$ cat config.mk
export PLATFORM = sky130hd
export DESIGN_NAME = reg_read_scoreboard_flat
export DESIGN_NICKNAME = d
export VERILOG_FILES = /design/src/rtl/reg_read_scoreboard_pkg.sv /design/src/rtl/reg_read_scoreboard_if.sv /design/src/rtl/reg_read_scoreboard_sb_counter.sv /design/src/rtl/reg_read_scoreboard.sv /design/src/flat_wrapper.sv
export SDC_FILE = /design/constraint.sdc
export NUM_CORES = 1
export LEC_CHECK = 0
export ABC_AREA = 1
export BUFFER_PORTS_ARGS = -buffer_cell sky130_fd_sc_hd__clkbuf_2
export CORE_UTILIZATION = 59
export CTS_BUF_LIST = sky130_fd_sc_hd__clkbuf_8 sky130_fd_sc_hd__clkbuf_16
export DETAILED_ROUTE_END_ITERATION = 7
export HOLD_SLACK_MARGIN = 0.06
export PLACE_DENSITY = 0.81
export SLEW_MARGIN = 0
export SYNTH_ARGS = -nofsm -noshare
export SYNTH_HDL_FRONTEND = slang
export SYNTH_SLANG_ARGS = --single-unit
$ cat constraint.sdc
create_clock -name clk -period 3.11 [get_ports clk]
set_input_delay 0.4665 -clock clk [delete_from_list [all_inputs] [get_ports clk]]
set_output_delay 0.4665 -clock clk [all_outputs]
set_load 0.02 [all_outputs]
$ cat src/rtl/reg_read_scoreboard_pkg.sv
// Shared register-file definitions for the read-path scoreboard.
//   NREGS      number of architectural registers
//   REG_ADDR_W register address width
//   REG_ZERO   hardwired-zero register, never tracked
package reg_read_scoreboard_pkg;

    localparam int unsigned NREGS      = 32;
    localparam int unsigned REG_ADDR_W = 5;

    typedef logic [REG_ADDR_W-1:0] reg_addr_t;

    localparam reg_addr_t REG_ZERO = '0;

    // Register 0 is constant, so it never participates in hazard tracking.
    function automatic logic is_tracked(reg_addr_t addr);
        return addr != REG_ZERO;
    endfunction

endpackage

$ cat src/rtl/reg_read_scoreboard_if.sv
// Decode/writeback/read-select bundle for reg_read_scoreboard.
//   master: decode side (drives issue_*, wb_*, flush; observes ready/rsel/status)
//   slave : scoreboard side
//   Signals: issue_valid/ready/rs1/rs2/use_rs2/wr/rd, wb_valid/wb_rd, flush,
//            rsel_a/rsel_b/rsel_valid, busy_vec, err_underflow, stall_cycles.
interface reg_read_scoreboard_if
    import reg_read_scoreboard_pkg::*;
#(
    parameter int unsigned STALL_W = 16
) ();

    logic                 issue_valid;
    logic                 issue_ready;
    reg_addr_t            issue_rs1;
    reg_addr_t            issue_rs2;
    logic                 issue_use_rs2;
    logic                 issue_wr;
    reg_addr_t            issue_rd;
    logic                 wb_valid;
    reg_addr_t            wb_rd;
    logic                 flush;
    reg_addr_t            rsel_a;
    reg_addr_t            rsel_b;
    logic                 rsel_valid;
    logic [NREGS-1:0]     busy_vec;
    logic                 err_underflow;
    logic [STALL_W-1:0]   stall_cycles;

    modport master (
        output issue_valid, issue_rs1, issue_rs2, issue_use_rs2, issue_wr, issue_rd,
        output wb_valid, wb_rd, flush,
        input  issue_ready, rsel_a, rsel_b, rsel_valid, busy_vec, err_underflow, stall_cycles
    );

    modport slave (
        input  issue_valid, issue_rs1, issue_rs2, issue_use_rs2, issue_wr, issue_rd,
        input  wb_valid, wb_rd, flush,
        output issue_ready, rsel_a, rsel_b, rsel_valid, busy_vec, err_underflow, stall_cycles
    );

endinterface

$ cat src/rtl/reg_read_scoreboard_sb_counter.sv
// Per-register pending-write counter.
//   clk, reset : clock, synchronous active-high reset
//   inc, dec   : count up / down; both together leave the count unchanged
//   clr        : synchronous clear (flush)
//   nonzero    : at least one write outstanding
//   full       : count at its maximum, 2**CNT_W-1
// The caller guarantees inc only when !full and dec only when nonzero.
module sb_counter #(
    parameter int unsigned CNT_W = 2
) (
    input  logic clk,
    input  logic reset,
    input  logic inc,
    input  logic dec,
    input  logic clr,
    output logic nonzero,
    output logic full
);

    logic [CNT_W-1:0] cnt_q, cnt_d;

    always_comb begin
        cnt_d = cnt_q;
        if (clr) begin
            cnt_d = '0;
        end else if (inc && !dec) begin
            cnt_d = cnt_q + CNT_W'(1);
        end else if (dec && !inc) begin
            cnt_d = cnt_q - CNT_W'(1);
        end
    end

    always_ff @(posedge clk) begin
        if (reset) begin
            cnt_q <= '0;
        end else begin
            cnt_q <= cnt_d;
        end
    end

    assign nonzero = (cnt_q != '0);
    assign full    = (cnt_q == '1);

endmodule

$ cat src/rtl/reg_read_scoreboard.sv
// Issue-stage scoreboard for the 32-entry register-file read path.
//   clk, reset : clock, synchronous active-high reset (dominates everything)
//   bus        : slave side of reg_read_scoreboard_if
// Tracks outstanding writes per register, stalls issue on RAW hazards or a full
// pending-write counter, and registers the read-select addresses for the
// register read muxes. Hazard checks use registered counts only (no wb bypass).
module reg_read_scoreboard
    import reg_read_scoreboard_pkg::*;
#(
    parameter int unsigned CNT_W   = 2,
    parameter int unsigned STALL_W = 16
) (
    input logic                 clk,
    input logic                 reset,
    reg_read_scoreboard_if.slave bus
);

    logic [NREGS-1:0] nz;
    logic [NREGS-1:0] full;
    logic [NREGS-1:1] inc;
    logic [NREGS-1:1] dec;

    logic rs1_ok, rs2_ok, rd_ok, ready, fire, wb_ok, err_d;

    reg_addr_t          rsel_a_q, rsel_b_q;
    logic               rsel_valid_q;
    logic               err_q;
    logic [STALL_W-1:0] stall_q;

    assign nz[0]   = 1'b0;
    assign full[0] = 1'b0;

    for (genvar r = 1; r < NREGS; r++) begin : g_cnt
        sb_counter #(
            .CNT_W (CNT_W)
        ) u_cnt (
            .clk     (clk),
            .reset   (reset),
            .inc     (inc[r]),
            .dec     (dec[r]),
            .clr     (bus.flush),
            .nonzero (nz[r]),
            .full    (full[r])
        );
    end

    always_comb begin
        rs1_ok = !is_tracked(bus.issue_rs1) || !nz[bus.issue_rs1];
        rs2_ok = !bus.issue_use_rs2 || !is_tracked(bus.issue_rs2) || !nz[bus.issue_rs2];
        rd_ok  = !bus.issue_wr || !is_tracked(bus.issue_rd) || !full[bus.issue_rd];
        ready  = !bus.flush && rs1_ok && rs2_ok && rd_ok;
        fire   = bus.issue_valid && ready;
        // A writeback coinciding with flush is discarded.
        wb_ok  = bus.wb_valid && !bus.flush;
        err_d  = err_q || (wb_ok && is_tracked(bus.wb_rd) && !nz[bus.wb_rd]);
    end

    always_comb begin
        inc = '0;
        dec = '0;
        for (int r = 1; r < NREGS; r++) begin
            inc[r] = fire && bus.issue_wr && (bus.issue_rd == REG_ADDR_W'(r));
            dec[r] = wb_ok && (bus.wb_rd == REG_ADDR_W'(r)) && nz[r];
        end
    end

    always_ff @(posedge clk) begin
        if (reset) begin
            rsel_a_q     <= REG_ZERO;
            rsel_b_q     <= REG_ZERO;
            rsel_valid_q <= 1'b0;
            err_q        <= 1'b0;
            stall_q      <= '0;
        end else begin
            rsel_valid_q <= fire;
            if (fire) begin
                rsel_a_q <= bus.issue_rs1;
                rsel_b_q <= bus.issue_use_rs2 ? bus.issue_rs2 : REG_ZERO;
            end
            err_q <= err_d;
            if (bus.issue_valid && !ready && (stall_q != '1)) begin
                stall_q <= stall_q + STALL_W'(1);
            end
        end
    end

    assign bus.issue_ready   = ready;
    assign bus.rsel_a        = rsel_a_q;
    assign bus.rsel_b        = rsel_b_q;
    assign bus.rsel_valid    = rsel_valid_q;
    assign bus.busy_vec      = nz;
    assign bus.err_underflow = err_q;
    assign bus.stall_cycles  = stall_q;

endmodule
$ cat src/flat_wrapper.sv
// flat-port wrapper written by rule: the top's interface ports become plain ports
module reg_read_scoreboard_flat import reg_read_scoreboard_pkg::*;
#(
    parameter int unsigned CNT_W   = 2,
    parameter int unsigned STALL_W = 16
)
  (clk, reset, bus_issue_valid, bus_issue_rs1, bus_issue_rs2, bus_issue_use_rs2, bus_issue_wr, bus_issue_rd, bus_wb_valid, bus_wb_rd, bus_flush, bus_issue_ready, bus_rsel_a, bus_rsel_b, bus_rsel_valid, bus_busy_vec, bus_err_underflow, bus_stall_cycles);
  reg_read_scoreboard_if #(.STALL_W(STALL_W)) bus_i ();
  input logic clk;
  input logic reset;
  input wire logic [$bits(bus_i.issue_valid)-1:0] bus_issue_valid;
  input wire logic [$bits(bus_i.issue_rs1)-1:0] bus_issue_rs1;
  input wire logic [$bits(bus_i.issue_rs2)-1:0] bus_issue_rs2;
  input wire logic [$bits(bus_i.issue_use_rs2)-1:0] bus_issue_use_rs2;
  input wire logic [$bits(bus_i.issue_wr)-1:0] bus_issue_wr;
  input wire logic [$bits(bus_i.issue_rd)-1:0] bus_issue_rd;
  input wire logic [$bits(bus_i.wb_valid)-1:0] bus_wb_valid;
  input wire logic [$bits(bus_i.wb_rd)-1:0] bus_wb_rd;
  input wire logic [$bits(bus_i.flush)-1:0] bus_flush;
  output wire logic [$bits(bus_i.issue_ready)-1:0] bus_issue_ready;
  output wire logic [$bits(bus_i.rsel_a)-1:0] bus_rsel_a;
  output wire logic [$bits(bus_i.rsel_b)-1:0] bus_rsel_b;
  output wire logic [$bits(bus_i.rsel_valid)-1:0] bus_rsel_valid;
  output wire logic [$bits(bus_i.busy_vec)-1:0] bus_busy_vec;
  output wire logic [$bits(bus_i.err_underflow)-1:0] bus_err_underflow;
  output wire logic [$bits(bus_i.stall_cycles)-1:0] bus_stall_cycles;
  assign bus_i.issue_valid = bus_issue_valid;
  assign bus_i.issue_rs1 = bus_issue_rs1;
  assign bus_i.issue_rs2 = bus_issue_rs2;
  assign bus_i.issue_use_rs2 = bus_issue_use_rs2;
  assign bus_i.issue_wr = bus_issue_wr;
  assign bus_i.issue_rd = bus_issue_rd;
  assign bus_i.wb_valid = bus_wb_valid;
  assign bus_i.wb_rd = bus_wb_rd;
  assign bus_i.flush = bus_flush;
  assign bus_issue_ready = bus_i.issue_ready;
  assign bus_rsel_a = bus_i.rsel_a;
  assign bus_rsel_b = bus_i.rsel_b;
  assign bus_rsel_valid = bus_i.rsel_valid;
  assign bus_busy_vec = bus_i.busy_vec;
  assign bus_err_underflow = bus_i.err_underflow;
  assign bus_stall_cycles = bus_i.stall_cycles;
  reg_read_scoreboard #(.CNT_W(CNT_W), .STALL_W(STALL_W)) u_core (.clk(clk), .reset(reset), .bus(bus_i));
endmodule
==> results.py <==
metrics = {
    "worst_setup_path": {
        "endpoint_kind": "flop",
        "worstRegToRegCells": 16,
        "cp-start-kind": "flop",
        "cp_slowest_cell": "dfxtp_1",
        "crit_required_ns": 3.42,
        "crit_fanout": 8,
        "ff2ff_setup_slack_ns": 0.16,
        "crit_start": "u_core.g_cnt[30].u_cnt.cnt_q[0]",
        "path_delay_family": "simple AND/OR/NAND/NOR gates",
        "timing.rr.end": "u_core.g_cnt[29].u_cnt.cnt_q[1]",
        "worstSetupEndpoint": "u_core.g_cnt[29].u_cnt.cnt_q[1]",
        "worst-path-stages": 16,
        "worstSetupPathType": "reg2reg",
        "r2r-start": "u_core.g_cnt[30].u_cnt.cnt_q[0]",
        "cp_cell_sequence": "nor2_2, inv_1, a21oi_1, nor2_1, nor2_1, nor2_1, nor2_2, nand3_4, nor2_8, nand3_2, nor2_1, ha_1, a21oi_1, o21ai_0, a21oi_1, o21a_1",
        "cp.arrival_ns": 3.25,
        "slowest_delay_ns": 0.36,
        "crit_top_cell": "nor2_1",
        "path_buf_inv": 1,
    },
    "logic_synthesis": {
        "yosysTopAreaCellShare_pct": 26.7,
        "synth_warnings": 0,
        "synth.largest_area_cell": "dfxtp_1",
        "ys_ff_latch": 90,
        "synth.area.top_cells": "dfxtp_1 27%, nand2_1 13%, a21oi_1 8.3%",
        "synthFlopType": "dfxtp_1",
        "synth_edf_count": 0,
        "syn_avg_cell_area_um2": 6.38,
        "synth_cells": 1059,
        "synth_area_um2": 6760,
        "synthArstFlopShare_pct": 0,
        "ys_types": 35,
        "yosysSeqAreaShare_pct": 26.7,
        "syn_nets": 1118,
    },
    "clocking": {
        "cts.htree.levels": 3,
        "cts-buffers-inserted": 9,
        "clock-sinks": 90,
        "clockBufferDepth": 2,
        "cts_tree": "built",
        "clk_pin_slew_ns": 0.06,
        "clk-insertion-delay-late_ns": 0.36,
        "root_buffer": "clkbuf_16",
        "cts_hold_buf": 0,
    },
    "power": {
        "clockPowerShare_pct": 40.1,
        "p_sw_share_pct": 28.1,
        "p_leak_uw": 0.00332,
        "internal-power_uw": 1860,
        "max-vdd-ir-drop_mv": 0.439,
        "p_seq_share_pct": 45.4,
        "combPwrFrac_pct": 14.4,
        "p_per_area_nw_per_um2": 341,
        "switching_power_uw": 726,
    },
    "place": {
        "dp_hpwl_mm": 15.1,
        "dp.cells": 1261,
        "place_congestion": 0.996,
        "pre_cts_slack_ns": -0.0596,
        "io_buffers": 86,
    },
    "finish": {
        "final_cells": 1280,
        "register_area_um2": 1800,
        "final_util_pct": 68.9,
        "multi_input_area_um2": 4120,
        "final_layout_size_suffix_gt1_share_pct": 14.6,
        "fillers": 991,
        "syn2layout_area_growth_pct": 12.0,
        "num_antenna_cells": 0,
        "nets": 1195,
    },
    "timing": {
        "whs_ns": 0.463,
        "report.final.hold_viol_count": 0,
        "finalWorstSetupSlack_ns": 0.163,
        "fmax_mhz": 339,
        "slew_headroom_pct": 56.2,
        "setup-violations-final": 0,
        "worstMarginPinSlew_ns": 0.655,
        "clock_skew_ns": 0.00994,
        "fin_crit_ns": 2.95,
        "post-route-period-util_pct": 94.8,
        "tns_ns": 0,
        "maxSlewViolCount": 0,
    },
    "routing": {
        "first_iter_violations": 804,
        "route.met3.wl_mm": 1.98,
        "wl_met1_mm": 8.66,
        "top_layer": "met4",
        "firstDrtPassIters": 7,
        "ant_nets": 0,
        "routed_wl_mm": 19.9,
        "post_drt_via_cell_ratio": 5.69,
        "wl_per_cell_um": 15.6,
        "dr_wl_met2_mm": 8.61,
        "vias": 7278,
        "drc": 0,
    },
    "worst_hold_path": {
        "worstHoldPathType": "in2reg",
        "min-delay-start": "bus_issue_rs2[4]",
    },
    "global_route": {
        "antenna_found_initial": 0,
        "grt.overflow.total": 0,
        "grt_pass1_vias": 6385,
        "track_usage_pct": 34.0,
        "grt_start_max_net_pins": 38,
        "grt_pass1_wl_mm": 30.8,
    },
    "run_status": {
        "status": "completed",
    },
    "flow_run": {
        "cap_violations": 0,
    },
    "die": {
        "start_util_pct": 61.5,
        "fp.dieW_um": 109,
        "die_area_um2": 11900,
        "io_pins": 88,
        "rows": 38,
        "core-area_um2": 11000,
        "die_h_um": 109,
    },
}
[worst min path at each step]
stage	to	slack, ns	depth (start not counted)
3_3_place_gp	u_core.bus.rsel_b[2]	0.46	2
4_1_cts	u_core.bus.rsel_b[4]	0.46	4
6_report	u_core.bus.rsel_b[4]	0.46	4
3_5_place_dp	u_core.bus.err_underflow	0.46	2
2_1_floorplan	u_core.g_cnt[18].u_cnt.cnt_q[0]	0.46	2
5_1_grt	u_core.bus.rsel_b[3]	0.49	4
[per-layer routing]
metal / vias to the layer above / GRT usage (%)
met1: 3281 / 44.2
met5: - / 0
met2: 340 / 54.2
met4: 0 / 12.0
li1: 3590 / -
met3: 67 / 8.67
[worst register-to-register path: cells and delay by family (launching register included)]
family                   cells  cell delay [ns]
AO/OA/AOI/OAI                5             0.77
adder cells (fa/ha/maj)      1             0.27
buffers and inverters        1             0.16
flip-flops                   1             0.36
AND/OR/NAND/NOR              9             1.34
[cell type report]
| cell class | count | area share, % |
|---|---|---|
| multi-input cells | 786 | 54.4 |
| flip-flops and latches | 90 | 23.8 |
| repair buffers | 120 | 9.55 |
| inverters | 129 | 6.39 |
| clock buffers | 11 | 3.34 |
| well taps | 140 | 2.31 |
| clock inverters | 4 | 0.248 |
[registers in the layout (all words and copies together), names as in the netlist]
name / flops
u_core.bus.stall_cycles: 16
u_core.bus.rsel_b: 5
u_core.bus.err_underflow: 1
u_core.bus.rsel_valid: 1
u_core.g_cnt.u_cnt.cnt_q: 62
u_core.bus.rsel_a: 5
[layout by cell type, fill, tap and decap left out, drive strengths merged]
cell     netlist  final
inv          124    125
a31oi          1      1
a22o           1      1
o2111ai        2      2
dfxtp         90     90
ha            32     32
nand4         13     13
or2            1      1
nor2         141    142
xor2          23     23
nand2        238    238
o211ai         1      1
o22ai          2      2
nor3          16     16
o21ai         50     50
clkbuf        12     97
xnor2          5      5
nor4           1      1
conb           1      1
nand3b         8      8
o21bai        16     16
a21oi        112    112
clkinv         5      8
buf           44     34
o21a          31     31
nand3         89     90
[Yosys cell counts, types with 3 or more instances]
library cell  count
nand4_1          13
nand3b_1          8
xor2_1           23
o21ai_0          43
dfxtp_1          90
nand3_1          86
clkbuf_1         12
inv_1           116
nor2_1          131
clkinv_1          5
nand2_1         235
xnor2_1           5
nand2_2           3
a21oi_1         112
nand3_4           3
nor2_2            4
nor3_1           16
o21a_1           31
buf_4            39
nor2_4            4
ha_1             32
o21ai_1           7
buf_6             4
inv_2             8
o21bai_1         16
[cells by family (layout without fill, tap and decap cells)]
logic type	after synthesis	in the layout	synth area share (%)
flip-flops	90	90	26.7
adder cells (fa/ha/maj)	32	32	5.92
AO/OA/AOI/OAI	216	216	18.0
AND/OR/NAND/NOR	507	509	32.8
buffers and inverters	185	264	12.9
XOR/XNOR	28	28	3.63
other	1	1	0.0555
[through the flow]
step	area [µm²]	total power [µW]
floorplan	6760	1440
global placement	7260	1550
detailed placement	7260	1550
CTS	7530	2570
global route	7570	2680
finish	7570	2580
[what timing repair did]
action | 4_1_cts | 5_1_grt
setup endpoints to repair | 0 | 20
setup buffers | 0 | 2
resized for setup | 0 | 5
[power groups by stage]
stage	sequential [µW]	clock (µW)	combinational, µW
2_1_floorplan	1210	0	225
3_3_place_gp	1200	0	356
3_5_place_dp	1200	0	356
4_1_cts	1170	1040	357
5_1_grt	1170	1100	404
6_report	1170	1040	372
(Power assumes the default switching activity.)
